[src/rtl/operand_entry_2d.sv]
// Keypad operand-entry stage: gathers two 2-digit BCD operands (A, B) for the subtractor.
// Optional AUTO_ADVANCE_EN: advance to the next operand automatically after the second digit.
module operand_entry_2d #(
   parameter logic [3:0] KEY_SUB = 4'hA,
   parameter logic [3:0] KEY_EQ  = 4'hB,
   parameter logic [3:0] KEY_CLR = 4'hC
) (
   input  logic       clk,
   input  logic       rst_n,
   input  logic       key_valid,
   input  logic [3:0] key_code,
   output logic [3:0] opa1,
   output logic [3:0] opa0,
   output logic [3:0] opb1,
   output logic [3:0] opb0,
   output logic [1:0] state,
   output logic       ops_valid,
   output logic       done
);

   typedef enum logic [1:0] {
      ST_A    = 2'd0,
      ST_B    = 2'd1,
      ST_DONE = 2'd2,
      ST_BAD  = 2'd3
   } state_t;

   state_t     state_reg, state_next;
   logic [3:0] a1_reg, a1_next, a0_reg, a0_next;
   logic [3:0] b1_reg, b1_next, b0_reg, b0_next;
   logic [1:0] cnt_reg, cnt_next;
   logic       done_reg, done_next;
   logic       ops_valid_reg;

   logic       is_digit;
   logic [1:0] cnt_inc;

   assign is_digit = (key_code <= 4'd9);
   assign cnt_inc  = (cnt_reg == 2'd2) ? 2'd2 : cnt_reg + 2'd1;

   always_ff @(posedge clk or negedge rst_n) begin
      if (!rst_n) begin
         state_reg     <= ST_A;
         a1_reg        <= 4'd0;
         a0_reg        <= 4'd0;
         b1_reg        <= 4'd0;
         b0_reg        <= 4'd0;
         cnt_reg       <= 2'd0;
         done_reg      <= 1'b0;
         ops_valid_reg <= 1'b0;
      end else begin
         state_reg     <= state_next;
         a1_reg        <= a1_next;
         a0_reg        <= a0_next;
         b1_reg        <= b1_next;
         b0_reg        <= b0_next;
         cnt_reg       <= cnt_next;
         done_reg      <= done_next;
         ops_valid_reg <= (state_next == ST_DONE);
      end
   end

   always_comb begin
      state_next = state_reg;
      a1_next    = a1_reg;
      a0_next    = a0_reg;
      b1_next    = b1_reg;
      b0_next    = b0_reg;
      cnt_next   = cnt_reg;
      done_next  = 1'b0;

      // The illegal encoding recovers like a clear, independent of key activity
      if (state_reg == ST_BAD || (key_valid && key_code == KEY_CLR)) begin
         state_next = ST_A;
         a1_next    = 4'd0;
         a0_next    = 4'd0;
         b1_next    = 4'd0;
         b0_next    = 4'd0;
         cnt_next   = 2'd0;
      end else if (key_valid) begin
         case (state_reg)
            ST_A: begin
               if (is_digit) begin
                  a1_next  = a0_reg;
                  a0_next  = key_code;
                  cnt_next = cnt_inc;
`ifdef AUTO_ADVANCE_EN
                  if (cnt_reg == 2'd1) begin
                     state_next = ST_B;
                     b1_next    = 4'd0;
                     b0_next    = 4'd0;
                     cnt_next   = 2'd0;
                  end
`endif
               end else if (key_code == KEY_SUB) begin
                  state_next = ST_B;
                  b1_next    = 4'd0;
                  b0_next    = 4'd0;
                  cnt_next   = 2'd0;
               end
            end
            ST_B: begin
               if (is_digit) begin
                  b1_next  = b0_reg;
                  b0_next  = key_code;
                  cnt_next = cnt_inc;
`ifdef AUTO_ADVANCE_EN
                  if (cnt_reg == 2'd1) begin
                     state_next = ST_DONE;
                     done_next  = 1'b1;
                  end
`endif
               end else if (key_code == KEY_EQ) begin
                  state_next = ST_DONE;
                  done_next  = 1'b1;
               end
            end
            ST_DONE: begin
               // A digit after completion starts a fresh A with that digit
               if (is_digit) begin
                  state_next = ST_A;
                  a1_next    = 4'd0;
                  a0_next    = key_code;
                  b1_next    = 4'd0;
                  b0_next    = 4'd0;
                  cnt_next   = 2'd1;
               end
            end
            default: ;
         endcase
      end
   end

   assign opa1      = a1_reg;
   assign opa0      = a0_reg;
   assign opb1      = b1_reg;
   assign opb0      = b0_reg;
   assign state     = state_reg;
   assign ops_valid = ops_valid_reg;
   assign done      = done_reg;

endmodule

[config.mk]
export PLATFORM = sky130hd
export DESIGN_NAME = operand_entry_2d
export DESIGN_NICKNAME = d
export VERILOG_FILES = /design/src/rtl/operand_entry_2d.sv
export SDC_FILE = /design/constraint.sdc
export NUM_CORES = 1
export LEC_CHECK = 0
export ABC_AREA = 1
export BUFFER_PORTS_ARGS = -buffer_cell sky130_fd_sc_hd__buf_2
export CAP_MARGIN = 20
export CORE_MARGIN = 2
export CORE_UTILIZATION = 46
export CTS_CLUSTER_DIAMETER = 30
export DETAILED_ROUTE_END_ITERATION = 16
export PLACE_DENSITY = 0.75
export SYNTH_ARGS = -nofsm -noshare
export SYNTH_HDL_FRONTEND = slang
export SYNTH_SLANG_ARGS = --single-unit
[constraint.sdc]
create_clock -name clk -period 1.4 [get_ports clk]
set_clock_uncertainty 0.1 [all_clocks]
set_input_delay 0.14 -clock clk [delete_from_list [all_inputs] [get_ports clk]]
set_output_delay 0.14 -clock clk [all_outputs]
set_load 0.005 [all_outputs]
; ---- Yosys cells after proc, flatten, opt, wreduce, memory -nomap -nowiden
; Cells that the tools add are included.
[totals]
regBits = 20
latchBits = 0
ramBits = 0
romBits = 0
input_bits = 7
output_inout_bits = 20
wordCells = 63
n_memories = 0
[classes]
addsub = 0
multipliers = 0
n_div = 0
magnitude_cmp = 1
eq_ne = 12
shifts = 0
mux = 31
bitwise_logic = 0
n_reduce_logical = 12
[op_table]
columns = cell, count
row1 = 4-bit 2-to-1 mux, 15
row2 = 4-bit one-hot mux with 3 select lines, 2
row3 = "3-bit inequality test, second input constant", 5
row4 = 2-bit 2-to-1 mux, 7
row5 = "4-bit == test, second input constant", 3
row6 = 4-bit one-hot mux with 2 select lines, 1
row7 = "2-bit == test, second input constant", 3
row8 = 2-bit one-hot mux with 3 select lines, 1
row9 = 6-bit AND reduction, 1
row10 = 2-bit nonzero test, 3
row11 = 1-bit 2-to-1 mux, 5
row12 = "4-bit less-or-equal comparator, second input constant", 1
row13 = 4-bit AND reduction, 1
row14 = 4-bit nonzero test, 1
row15 = 3-bit AND reduction, 1
row16 = 3-bit nonzero test, 1
row17 = "2-bit by 1-bit == test with 1-bit output, second input constant", 1
row18 = 2-bit zero test, 1
row19 = 2-bit OR reduction, 1
row20 = 1-bit logical AND, 1
row21 = 1-bit logical OR, 1

; ---- Logic depth before layout (Yosys ltp)
[depth]
depth_word = 7
depth_mapped = 10
depth_no_buf = 9

; ---- Least setup slack after synthesis
; No wires, ideal clock.
[synth_timing]
kind = flip-flop to flip-flop
start = register state_reg[0] (netlist: state[0])
end = register b0_reg[2] (netlist: opb0[2])
setup_ns = 0.117
arrival_ns = 1.193
required_ns = 1.183
setup_slack_ns = -0.009
stages_incl_launch_ff = 9
path_buffers = 1
period_less_slack_ns = 1.409
cell_sequence = dfrtp_1 > buf_6 > nand2_2 > nand2_1 > o21ai_1 > nand2_2 > nand2_2 > nand2_1 > nand2_1
[synth_via]
elab_chain_cells = 4
word_cells_on_any_way = 15
cone_classes = 7 x eq/ne / 3 x mux / 5 x reduce/logical
[synth_rtl]
columns = element, line
row1 = "start, declared", 28  ; state_t state_reg, state_next;
row2 = "start signal, assigned", 52  ; state_reg <= state_next;
row3 = 2-bit == test (tied with other cells), 73  ; if (state_reg == ST_BAD || (key_valid && key_code == KEY_CLR)) begin
row4 = 1-bit logical OR / 4-bit one-hot mux with 3 select lines (equally long branches), "73, 81"
row5 = 3-bit inequality test (no line) (tied with other cells), -
row6 = 6-bit AND reduction (no line) / 4-bit 2-to-1 mux (equally long branches), -
row7 = "end signal, assigned", 56  ; b0_reg <= b0_next;
row8 = "end, declared", 30  ; logic [3:0] b1_reg, b1_next, b0_reg, b0_next;
; Parallel ways exist; a longest one is shown, timed or not. The select of a mux whose other input is x is not followed.
; A chain may end at the register's enable or synchronous reset.

; ---- Worst setup path after layout
[layout_timing]
start = register state_reg[0] (netlist: state[0])
end = register b0_reg[3] (netlist: opb0[3])
; Same word-level chain as after synthesis.

==> impl_metrics.yaml <==
outcome:
  outcome: "finished, final reports clean"
worst_setup_path:
  ff2ff_path_depth: 8
  worstPathRequired_ns: 1.55
  cp.arrival_ns: 1.52
  start_kind: "register"
  end_kind: "register"
  rrSetupSlack_ns: 0.03
  worst-setup-path-type: "reg2reg"
  r2r-start: "state[0]"
  r2r_end: "opb0[3]"
  cp_max_fo: 9
die:
  core_area_sq_mm: 0.002191
  rows: 17
  die_w_microns: 51.92
  dieArea_sq_mm: 0.002695
  start_util_pct: 48.20
  io-pin-count: 27
  die_h_microns: 51.92
finish:
  nets: 170
  fillerInstances: 184
  syn_to_final_growth_pct: 32.46
  drive_above_1_share_pct: 45.68
  diodes: 0
  fin_area_sq_mm: 0.001399
  final_cells: 190
sta:
  finalMaxSlewViolations: 0
  slew_headroom_pct: 70.76
  period_minus_slack_ns: 1.366
  fmax_mhz: 731.8
  hold_violations: 0
  timing.final.crit_share_pct: 97.60
  tightest_slew_ns: 0.4385
  grt_setup_unrepaired: "true"
  worst_slack_ns: 0.03359
  setup_viol: 0
clock_network:
  clk_path_buf_depth: 2
  root_buffer: "clkbuf_4"
  clkTransAtPathRegs_ns: 0.12
  cts_made_buffers: 3
  clk_latency_ns: 0.31
  htreeDepth: 1
  cts_num_sinks: 20
  cts_tree: "built"
yosys:
  synth_top_area_share_pct: 47.39
  yosys_register_bits: 20
  avgSynthCellArea_sq_um: 8.656
  yosysSeqAreaShare_pct: 47.39
  synth_area_sq_mm: 0.001056
  yosys-top-cells-area: "dfrtp_1 (47%), nand2_1 (11%), o21ai_2 (6.6%)"
  netlist.top_cell.by_area: "dfrtp_1"
  syn-num-nets: 129
  syn-instance-count: 122
  ys_warn_count: 0
  synth_cell_type_count: 22
place:
  dp_hpwl_microns: 1552
  pre_cts_ws_ns: -0.004754
  post_dp_cell_area_sq_mm: 0.001246
  numPortBuffers: 26
  place_inst: 180
  gp_congestion: 0.8780
hold_path:
  whs_path_depth: 3
  worstHoldEndpoint: "opa0[0]"
  min-delay-start: "key_code[0]"
  hold_class: "in2reg"
power:
  ir_drop_uv: 755.9
  internal-power_uw: 905.4
  power.leakage_uw: 0.0007622
  finalPower_uw: 1279
  switchingPower_uw: 373.9
  comb_power_share_pct: 21.9
  p_seq_share_pct: 51.5
  p_per_area_mw_per_mm2: 914.5
  pwr-share-clk_pct: 26.6
  p_sw_share_pct: 29.22
global_route:
  grt-ovfl-total: 0
  grt_pass1_vias: 791
  grtUsageTotal_pct: 17.74
  antenna_found_initial: 0
  grt_pass1_wl_microns: 3436
  grt_max_degree: 21
drt:
  first_pass_iters: 4
  vias_per_cell: 4.926
  vias: 936
  drt_iter0_drc: 23
  drt_wl_total_microns: 2272
  wl_per_cell_microns: 11.96
  drc_errors: 0
  ant_nets: 0
job:
  cap_violations: 0
==> per-stage QoR <==
stage | TNS, ns | utilization [%] | hold slack [ns]
6_report | 0 | 63.85 | 0.03071
3_5_place_dp | -0.004754 | 56.88 | 0.01032
3_3_place_gp | 0 | 56.88 | 0.006702
4_1_cts | 0 | 59.57 | 0.01960
2_1_floorplan | 0 | - | -0.2556
5_1_grt | -0.4289 | 63.85 | 0.02178
==> final cells by class <==
class / count / area [sq um] / share of cell area, %
multi-input combinational: 87 / 535.5 / 38.28
timing repair buffer: 37 / 226.5 / 16.19
clock buffer: 4 / 36.28 / 2.594
tap: 28 / 35.03 / 2.504
sequential: 20 / 501.7 / 35.87
inverter: 14 / 63.81 / 4.562
==> power by group through the flow <==
stage	clock network (uW)	logic, uW	registers [uW]
after floorplan	0	151	677
after global placement	0	247	670
after detailed placement	0	253	670
after CTS	352	260	659
after global routing	377	312	669
final	340	280	659
==> synth_stat cells, drive strengths merged <==
cell type / n
nand2: 39
o31ai: 2
nor2: 14
nand3: 16
buf: 2
o21ai: 9
nor4: 1
a21oi: 2
nand4: 2
inv: 13
dfrtp: 20
nor3: 1
clkinv: 1
==> how the worst max path moves through the flow <==
stage / end / startpoint / slack [ns]
after floorplan: opa0[1] / state[0] / 0.009
after global placement: opb0[3] / state[0] / 0.03
after detailed placement: opb1[2] / state[0] / -0.005
after CTS: opb1[2] / state[1] / 0.02
after global routing: opb0[3] / state[0] / -0.07
final: opb0[3] / state[0] / 0.03
==> cells by family (layout without fill, tap and decap cells) <==
kind of cell	Yosys count	in the layout	synth area share (%)
buffers and inverters	16	55	7.465
flip-flops	20	20	47.39
AO/OA/AOI/OAI	13	13	9.478
AND/OR/NAND/NOR	73	74	35.66
==> placed cells by master (no fill, tap or decap), types with 2 or more instances in the layout <==
cell type  netlist  layout
nand2_4          1       4
inv_4            1       2
nor2_1          12       9
o31ai_1          2       2
nand3_1         13      13
a21oi_1          2       2
buf_2            0      26
nand2_1         31      28
o21ai_2          8       9
dfrtp_1         20      19
nand2_8          1       2
nand2_2          6       6
inv_1           10      10
buf_4            0       7
buf_6            2       3
nand4_1          2       2
nor2_2           2       4
nand3_4          2       2
clkbuf_4         0       3
==> worst max-delay path, stage by stage (launching register included) <==
cell,delay [ns]
dfrtp_2,0.46
buf_6,0.16
nor2_1,0.12
nand3_1,0.11
nand2_2,0.10
inv_4,0.07
nand2_8,0.09
nand2_1,0.06
nand2_1,0.06
==> layer usage <==
metal | GRT usage, % | vias up | wire length [microns]
li1 | - | 477 | -
met1 | 23.28 | 427 | 999
met2 | 26.79 | 25 | 1099
met3 | 2.874 | 7 | 107
met4 | 11.84 | 0 | 66
met5 | 0 | - | 0
==> timing repair <==
| item | in CTS | in global routing |
|---|---|---|
| buffers inserted | 1 | 3 |
| endpoints found under the hold margin | 20 | 0 |
| hold buffers | 1 | 0 |
| setup endpoints to repair | 8 | 14 |
| cloned | 0 | 1 |
| gates resized for setup | 1 | 19 |
| pin swaps | 0 | 6 |
No activity file was read; power rests on OpenSTA's default activity.
